$ cat src/rtl/uc_pkg.sv
// Shared encodings for the unidade_controle fetch/decode unit: RV64 opcode fields,
// the ECALL word, FSM state codes and the registered datapath control bundle.
package uc_pkg;

    localparam logic [6:0]  OPC_LOAD   = 7'b0000011;
    localparam logic [6:0]  OPC_STORE  = 7'b0100011;
    localparam logic [6:0]  OPC_OP     = 7'b0110011;
    localparam logic [2:0]  F3_DWORD   = 3'b011;
    localparam logic [2:0]  F3_ADDSUB  = 3'b000;
    localparam logic [6:0]  F7_ADD     = 7'b0000000;
    localparam logic [6:0]  F7_SUB     = 7'b0100000;
    localparam logic [31:0] ECALL_WORD = 32'h0000_0073;

    typedef logic [2:0] state_t;

    localparam state_t ST_IDLE   = 3'd0;
    localparam state_t ST_FETCH  = 3'd1;
    localparam state_t ST_WAIT   = 3'd2;
    localparam state_t ST_DECODE = 3'd3;
    localparam state_t ST_EXEC   = 3'd4;
    localparam state_t ST_HALT   = 3'd5;
    localparam state_t ST_ERROR  = 3'd6;

    typedef struct packed {
        logic load_store;
        logic op_ula;
        logic operation_type;
        logic ula_entry;
    } ctrl_t;

    localparam ctrl_t CTRL_ZERO = '{load_store: 1'b0, op_ula: 1'b0,
                                    operation_type: 1'b0, ula_entry: 1'b0};

endpackage

$ cat src/rtl/unidade_controle_decodificador.sv
// Purely combinational decoder: one instruction word to datapath controls,
// register fields, sign-extended immediate and legal/ecall classification.
module decodificador
    import uc_pkg::*;
#(
    parameter int BITS = 63
) (
    input  logic [31:0]   instr,
    output logic [4:0]    ra,
    output logic [4:0]    rb,
    output logic [4:0]    rw,
    output logic [BITS:0] imm,
    output logic          load_store,
    output logic          op_ula,
    output logic          operation_type,
    output logic          ula_entry,
    output logic          legal,
    output logic          ecall
);

    logic [6:0]  opcode_s;
    logic [2:0]  funct3_s;
    logic [6:0]  funct7_s;
    logic [11:0] imm12_s;

    assign opcode_s = instr[6:0];
    assign funct3_s = instr[14:12];
    assign funct7_s = instr[31:25];
    assign ecall    = (instr == ECALL_WORD);
    assign imm      = {{(BITS - 10){imm12_s[11]}}, imm12_s[10:0]};

    // Classify the word and select controls; anything unmatched stays illegal.
    always_comb begin
        ra             = instr[24:20];
        rb             = instr[19:15];
        rw             = instr[11:7];
        imm12_s        = 12'h000;
        load_store     = 1'b0;
        op_ula         = 1'b0;
        operation_type = 1'b0;
        ula_entry      = 1'b0;
        legal          = 1'b0;
        case (opcode_s)
            OPC_LOAD: begin
                if (funct3_s == F3_DWORD) begin
                    legal      = 1'b1;
                    load_store = 1'b1;
                    op_ula     = 1'b1;
                    imm12_s    = instr[31:20];
                end else begin
                    legal = 1'b0;
                end
            end
            OPC_STORE: begin
                if (funct3_s == F3_DWORD) begin
                    legal   = 1'b1;
                    op_ula  = 1'b1;
                    rw      = 5'd0;
                    imm12_s = {instr[31:25], instr[11:7]};
                end else begin
                    legal = 1'b0;
                end
            end
            OPC_OP: begin
                if ((funct3_s == F3_ADDSUB) && (funct7_s == F7_ADD)) begin
                    legal          = 1'b1;
                    load_store     = 1'b1;
                    op_ula         = 1'b1;
                    operation_type = 1'b1;
                    ula_entry      = 1'b1;
                end else if ((funct3_s == F3_ADDSUB) && (funct7_s == F7_SUB)) begin
                    legal          = 1'b1;
                    load_store     = 1'b1;
                    op_ula         = 1'b0;
                    operation_type = 1'b1;
                    ula_entry      = 1'b1;
                end else begin
                    legal = 1'b0;
                end
            end
            default: begin
                legal = 1'b0;
            end
        endcase
    end

endmodule

$ cat src/rtl/unidade_controle.sv
// Multi-cycle FETCH/WAIT/DECODE/EXEC control unit driving the load/store/add/sub
// datapath; every output is a flop, so imem_data and start never reach outputs directly.
module unidade_controle
    import uc_pkg::*;
#(
    parameter int BITS     = 63,
    parameter int PC_BITS  = 8,
    parameter int CNT_BITS = 16
) (
    input  logic                clk,
    input  logic                reset_n,
    input  logic                start,
    output logic [PC_BITS-1:0]  imem_addr,
    output logic                imem_en,
    input  logic [31:0]         imem_data,
    output logic                enable,
    output logic [4:0]          ra,
    output logic [4:0]          rb,
    output logic [4:0]          rw,
    output logic [BITS:0]       dataIn,
    output logic                load_store,
    output logic                op_ula,
    output logic                operation_type,
    output logic                ula_entry,
    output logic                busy,
    output logic                halted,
    output logic                illegal,
    output logic [CNT_BITS-1:0] instr_count
);

    localparam logic [PC_BITS-1:0]  PC_ZERO  = {PC_BITS{1'b0}};
    localparam logic [PC_BITS-1:0]  PC_STEP  = PC_BITS'(3'd4);
    localparam logic [CNT_BITS-1:0] CNT_ZERO = {CNT_BITS{1'b0}};
    localparam logic [CNT_BITS-1:0] CNT_ONE  = CNT_BITS'(1'b1);

    state_t                state_q, state_d;
    logic [PC_BITS-1:0]    pc_q, pc_d;
    logic [CNT_BITS-1:0]   cnt_q, cnt_d;
    logic [31:0]           ir_q, ir_d;
    logic [4:0]            ra_q, ra_d, rb_q, rb_d, rw_q, rw_d;
    logic [BITS:0]         imm_q, imm_d;
    ctrl_t                 ctrl_q, ctrl_d;
    logic                  imem_en_q, imem_en_d;
    logic                  enable_q, enable_d;
    logic                  busy_q, busy_d;
    logic                  halted_q, halted_d;
    logic                  illegal_q, illegal_d;

    logic [4:0]    dec_ra_s, dec_rb_s, dec_rw_s;
    logic [BITS:0] dec_imm_s;
    ctrl_t         dec_ctrl_s;
    logic          dec_legal_s, dec_ecall_s;

    decodificador #(.BITS(BITS)) u_dec (
        .instr          (ir_q),
        .ra             (dec_ra_s),
        .rb             (dec_rb_s),
        .rw             (dec_rw_s),
        .imm            (dec_imm_s),
        .load_store     (dec_ctrl_s.load_store),
        .op_ula         (dec_ctrl_s.op_ula),
        .operation_type (dec_ctrl_s.operation_type),
        .ula_entry      (dec_ctrl_s.ula_entry),
        .legal          (dec_legal_s),
        .ecall          (dec_ecall_s)
    );

    // Next-state, PC/counter and datapath-output update; status flags follow state_d
    // so that their registered copies line up with the state being entered.
    always_comb begin
        state_d = state_q;
        pc_d    = pc_q;
        cnt_d   = cnt_q;
        ir_d    = ir_q;
        ra_d    = ra_q;
        rb_d    = rb_q;
        rw_d    = rw_q;
        imm_d   = imm_q;
        ctrl_d  = ctrl_q;
        case (state_q)
            ST_IDLE, ST_HALT: begin
                if (start) begin
                    pc_d    = PC_ZERO;
                    cnt_d   = CNT_ZERO;
                    state_d = ST_FETCH;
                end else begin
                    state_d = state_q;
                end
            end
            ST_FETCH: begin
                state_d = ST_WAIT;
            end
            ST_WAIT: begin
                ir_d    = imem_data;
                state_d = ST_DECODE;
            end
            ST_DECODE: begin
                if (dec_legal_s) begin
                    ra_d    = dec_ra_s;
                    rb_d    = dec_rb_s;
                    rw_d    = dec_rw_s;
                    imm_d   = dec_imm_s;
                    ctrl_d  = dec_ctrl_s;
                    state_d = ST_EXEC;
                end else if (dec_ecall_s) begin
                    state_d = ST_HALT;
                end else begin
                    state_d = ST_ERROR;
                end
            end
            ST_EXEC: begin
                pc_d    = pc_q + PC_STEP;
                cnt_d   = cnt_q + CNT_ONE;
                state_d = ST_FETCH;
            end
            ST_ERROR: begin
                state_d = ST_ERROR;
            end
            default: begin
                state_d = ST_ERROR;
            end
        endcase
        imem_en_d = (state_d == ST_FETCH);
        enable_d  = (state_d == ST_EXEC);
        busy_d    = (state_d == ST_FETCH) || (state_d == ST_WAIT) ||
                    (state_d == ST_DECODE) || (state_d == ST_EXEC);
        halted_d  = (state_d == ST_HALT);
        illegal_d = (state_d == ST_ERROR);
    end

    // State and output registers with synchronous active-low reset.
    always_ff @(posedge clk) begin
        if (!reset_n) begin
            state_q   <= ST_IDLE;
            pc_q      <= PC_ZERO;
            cnt_q     <= CNT_ZERO;
            ir_q      <= 32'h0000_0000;
            ra_q      <= 5'd0;
            rb_q      <= 5'd0;
            rw_q      <= 5'd0;
            imm_q     <= {(BITS + 1){1'b0}};
            ctrl_q    <= CTRL_ZERO;
            imem_en_q <= 1'b0;
            enable_q  <= 1'b0;
            busy_q    <= 1'b0;
            halted_q  <= 1'b0;
            illegal_q <= 1'b0;
        end else begin
            state_q   <= state_d;
            pc_q      <= pc_d;
            cnt_q     <= cnt_d;
            ir_q      <= ir_d;
            ra_q      <= ra_d;
            rb_q      <= rb_d;
            rw_q      <= rw_d;
            imm_q     <= imm_d;
            ctrl_q    <= ctrl_d;
            imem_en_q <= imem_en_d;
            enable_q  <= enable_d;
            busy_q    <= busy_d;
            halted_q  <= halted_d;
            illegal_q <= illegal_d;
        end
    end

    assign imem_addr      = pc_q;
    assign imem_en        = imem_en_q;
    assign enable         = enable_q;
    assign ra             = ra_q;
    assign rb             = rb_q;
    assign rw             = rw_q;
    assign dataIn         = imm_q;
    assign load_store     = ctrl_q.load_store;
    assign op_ula         = ctrl_q.op_ula;
    assign operation_type = ctrl_q.operation_type;
    assign ula_entry      = ctrl_q.ula_entry;
    assign busy           = busy_q;
    assign halted         = halted_q;
    assign illegal        = illegal_q;
    assign instr_count    = cnt_q;

endmodule

$ cat config.mk
export PLATFORM = sky130hd
export DESIGN_NAME = unidade_controle
export DESIGN_NICKNAME = d
export VERILOG_FILES = /design/src/rtl/uc_pkg.sv /design/src/rtl/unidade_controle_decodificador.sv /design/src/rtl/unidade_controle.sv
export SDC_FILE = /design/constraint.sdc
export NUM_CORES = 1
export LEC_CHECK = 0
export CAP_MARGIN = 20
export CELL_PAD_IN_SITES_DETAIL_PLACEMENT = 1
export CELL_PAD_IN_SITES_GLOBAL_PLACEMENT = 1
export CORE_ASPECT_RATIO = 1.4
export CORE_MARGIN = 2
export CORE_UTILIZATION = 25
export DETAILED_ROUTE_END_ITERATION = 10
export PLACE_DENSITY_LB_ADDON = 0.1
export SLEW_MARGIN = 10
export SYNTH_ARGS = -nofsm -noshare
export SYNTH_HDL_FRONTEND = slang
export SYNTH_SLANG_ARGS = --single-unit
export TNS_END_PERCENT = 100
$ cat constraint.sdc
create_clock -name clk -period 6.89 [get_ports clk]
set_clock_uncertainty 0.2 [all_clocks]
set_input_delay 1.378 -clock clk [delete_from_list [all_inputs] [get_ports clk]]
set_output_delay 1.378 -clock clk [all_outputs]
set_load 0.1 [all_outputs]
==> metrics.txt <==
# TYPE chip_impl_metric gauge
chip_impl_info{name="run_status",value="complete, no violations"} 1
chip_impl_metric{name="initial_utilization",unit="%"} 25.53
chip_impl_metric{name="period_minus_slack",unit="ps"} 3898
chip_impl_metric{name="hold_depth",unit=""} 2
chip_impl_metric{name="track_usage",unit="%"} 14.13
chip_impl_metric{name="wire_per_inst",unit="µm"} 15.88
chip_impl_metric{name="hold_viol_final",unit=""} 0
chip_impl_metric{name="clock_latency",unit="ps"} 340
chip_impl_metric{name="numCtsBuffers",unit=""} 9
chip_impl_metric{name="layout-drive-gt1-share",unit="%"} 7.266
chip_impl_metric{name="static-leakage-power",unit="µW"} 0.001896
chip_impl_metric{name="finalNetCount",unit=""} 610
chip_impl_metric{name="worst_pin_slew",unit="ps"} 989.1
chip_impl_info{name="clock-root-buffer",value="clkbuf_16"} 1
chip_impl_metric{name="first_global_vias",unit=""} 3691
chip_impl_metric{name="multiInputGateArea",unit="mm²"} 0.001758
chip_impl_metric{name="syn_to_final_growth",unit="%"} 37.89
chip_impl_info{name="top_usage_layer",value="met2"} 1
chip_impl_metric{name="drt_first_pass_iters",unit=""} 4
chip_impl_metric{name="synth_enable_flop_cells",unit=""} 0
chip_impl_metric{name="crit_path_max_incr_delay",unit="ps"} 1230
chip_impl_info{name="slowest_stage",value="clkdlybuf4s50_1"} 1
chip_impl_metric{name="drc",unit=""} 0
chip_impl_info{name="worstSetupPathType",value="reg2out"} 1
chip_impl_metric{name="clock-sinks",unit=""} 92
chip_impl_metric{name="vdd_ir_drop_max",unit="µV"} 101.0
chip_impl_info{name="hp-class",value="reg2reg"} 1
chip_impl_metric{name="drt-total-wl",unit="mm"} 12.34
chip_impl_info{name="critical_path.endpoint_type",value="primary output"} 1
chip_impl_metric{name="synth-async-reset-ratio",unit="%"} 0
chip_impl_info{name="start_kind",value="flip-flop"} 1
chip_impl_metric{name="grt_util_met3",unit="%"} 2.486
chip_impl_metric{name="post_cts_resized",unit=""} 0
chip_impl_info{name="grt_setup_unrepaired",value="no"} 1
chip_impl_metric{name="postCtsSetupBuffers",unit=""} 0
chip_impl_metric{name="fillCellCount",unit=""} 1889
chip_impl_metric{name="crit_required",unit="ps"} 5310
chip_impl_metric{name="dr.first_iter.drc_count",unit=""} 97
chip_impl_metric{name="chipWidth",unit="µm"} 112.4
chip_impl_metric{name="max-clock-path-buffers",unit=""} 2
chip_impl_metric{name="gp_congestion",unit=""} 0.7423
chip_impl_info{name="tritoncts",value="yes"} 1
chip_impl_metric{name="floorplan.rows",unit=""} 55
chip_impl_metric{name="mappedNetlistArea",unit="mm²"} 0.004111
chip_impl_metric{name="grt_pass1_wl",unit="mm"} 19.58
chip_impl_metric{name="final.setup.tns",unit="ps"} 0
chip_impl_metric{name="cp.arrival",unit="ps"} 2320
chip_impl_metric{name="gr-usage-met1",unit="%"} 15.33
chip_impl_metric{name="ctsHoldBuffers",unit=""} 0
chip_impl_metric{name="die_y",unit="µm"} 155.7
chip_impl_info{name="worstPathCellList",value="buf_4 -> clkdlybuf4s50_1"} 1
chip_impl_metric{name="maximum_number_of_pins_on_one_net_before_global_route_repair",unit=""} 54
chip_impl_metric{name="global_route.overflow_total",unit=""} 0
chip_impl_metric{name="fmax",unit="GHz"} 0.2565
chip_impl_metric{name="synthCells",unit=""} 488
chip_impl_metric{name="avgSynthCellArea",unit="µm²"} 8.425
chip_impl_metric{name="drtAntennaViolNets",unit=""} 0
chip_impl_metric{name="cts.reportedPaths.clkPinSlew",unit="ps"} 70
chip_impl_metric{name="power_per_cell_area",unit="mW/mm²"} 207.1
chip_impl_metric{name="synth-seq-cells",unit=""} 92
chip_impl_metric{name="fin_crit_sh",unit="%"} 56.58
chip_impl_metric{name="slew-limit-headroom",unit="%"} 33.86
chip_impl_metric{name="cap_violations",unit=""} 0
chip_impl_metric{name="placedInstanceArea",unit="mm²"} 0.005358
chip_impl_metric{name="io_buffer_count",unit=""} 144
chip_impl_metric{name="fp.coreArea",unit="mm²"} 0.01610
chip_impl_metric{name="ys_seq_area_share",unit="%"} 44.80
chip_impl_metric{name="grt_antenna_before_repair",unit=""} 0
chip_impl_metric{name="fp.dieArea",unit="mm²"} 0.01750
chip_impl_metric{name="routed_via_density",unit=""} 4.699
chip_impl_metric{name="report.final.slew_viol_count",unit=""} 0
chip_impl_metric{name="antenna-diode-count",unit=""} 0
chip_impl_info{name="dominant_register_cell_in_the_synthesized_netlist",value="dfxtp_1"} 1
chip_impl_metric{name="grt_util_met2",unit="%"} 27.28
chip_impl_metric{name="reg2regPathDepth",unit=""} 6
chip_impl_metric{name="area_of_all_placed_cells_without_fillers",unit="mm²"} 0.005669
chip_impl_metric{name="cts_h_tree_depth",unit=""} 3
chip_impl_metric{name="dp.final_hpwl",unit="mm"} 9.143
chip_impl_metric{name="top_level_ports",unit=""} 147
chip_impl_metric{name="synth.distinct_cells",unit=""} 50
chip_impl_metric{name="biggest_fanout_along_the_worst_timing_path",unit=""} 53
chip_impl_metric{name="area.sequential",unit="mm²"} 0.001842
chip_impl_metric{name="yosysWarningCount",unit=""} 0
chip_impl_metric{name="dr_total_vias",unit=""} 3651
chip_impl_metric{name="report.final.setup_viol",unit=""} 0
-- cell families (layout without fill, tap and decap cells) --
group	after synthesis	in the layout	synth area share, %
xor gates and xnor gates	6	6	1.278
adders and majority gates	2	2	0.6085
DFF	92	92	44.80
AOI/OAI and AO/OA	90	90	13.91
other	1	2	0.09121
and+or+nand+nor	194	194	21.94
buffers and inverters	85	174	12.90
muxes	18	18	4.473
-- final cells by class --
type	count	share of cell area, %
clock buffers	11	4.282
repair buffers	152	26.40
flip-flops and latches	92	32.49
well taps	199	4.392
inverters	6	0.3973
multi-input cells	312	31.01
clock inverters	5	1.037
-- worst max-delay path, delay by kind of cell, from the launching register on --
kind | cells | cell delay (ps)
buffers and inverters | 2 | 1610
flip-flops | 1 | 330
-- power by group --
part	switching, µW	internal, µW
logic	68.7	41.8
clock network	210	292
registers	16.2	545
-- placed cells by master, fill, tap and decap left out, drive strengths merged, types with 4 or more instances in the layout --
cell	instances
clkdlybuf4s50	144
and3	4
or3	5
or4	6
a21oi	43
nand2	102
nand3	15
nor3	6
clkbuf	12
buf	7
nor4	6
mux2i	15
nor2	34
inv	7
o21ai	15
o2bb2ai	5
a22o	7
xnor2	4
dfxtp	92
-- synthesized netlist by cell type, types with 3 or more instances --
master	instances	area (µm²)
o21ai_0	15	75.07
a21oi_1	43	215.2
mux2i_1	15	150.1
nor4_1	6	37.54
mux2_2	3	33.78
dfxtp_1	92	1842
xnor2_1	4	35.03
nand4_1	3	18.77
or3_1	4	25.02
nor2_1	34	127.6
nand3_1	15	75.07
nand2_1	102	382.9
buf_4	56	420.4
and3_1	4	25.02
clkbuf_1	21	78.83
nor3_1	6	30.03
a31oi_1	3	18.77
or4_1	4	30.03
a22o_1	7	61.31
o2bb2ai_1	5	43.79
inv_1	6	22.52
-- worst paths after layout --
kind | startpoint | slack (ps) | end
worst max-delay path | dataIn[11] | 2990 | dataIn[36]
worst min-delay path | ir_q[1] | 270 | ir_q[1]
worst max register to register | ir_q[25] | 4300 | dataIn[6]
worst min register to register | ir_q[1] | 270 | ir_q[1]
-- state kept, by name, indices dropped and copies added, names as in the netlist --
name,cells
imem_en,1
dataIn,12
op_ula,1
ir_q,32
illegal,1
state_q,3
imem_addr,6
ra,5
rb,5
enable,1
rw,5
instr_count,16
ula_entry,1
load_store,1
halted,1
busy,1
-- layer usage --
layer	up-vias	routed length [µm]
met1	1758	4927
li1	1782	-
met5	-	0
met4	0	185
met2	99	6680
met3	12	542
-- through the flow --
step | worst slack (ps) | hold WS [ps] | util [%] | std cells | total power [µW]
3_3_place_gp | 2873 | 246.9 | 33.27 | 759 | 685.3
3_5_place_dp | 2762 | 260.9 | 33.27 | 759 | 686.8
6_report | 2992 | 267.3 | 35.21 | 777 | 1174
5_1_grt | 2859 | 288.9 | 35.21 | 777 | 1227
4_1_cts | 2943 | 269.4 | 35.14 | 775 | 1194
2_1_floorplan | 3022 | 231.8 | - | 489 | 638.6
No activity file was read; power rests on OpenSTA's default activity.
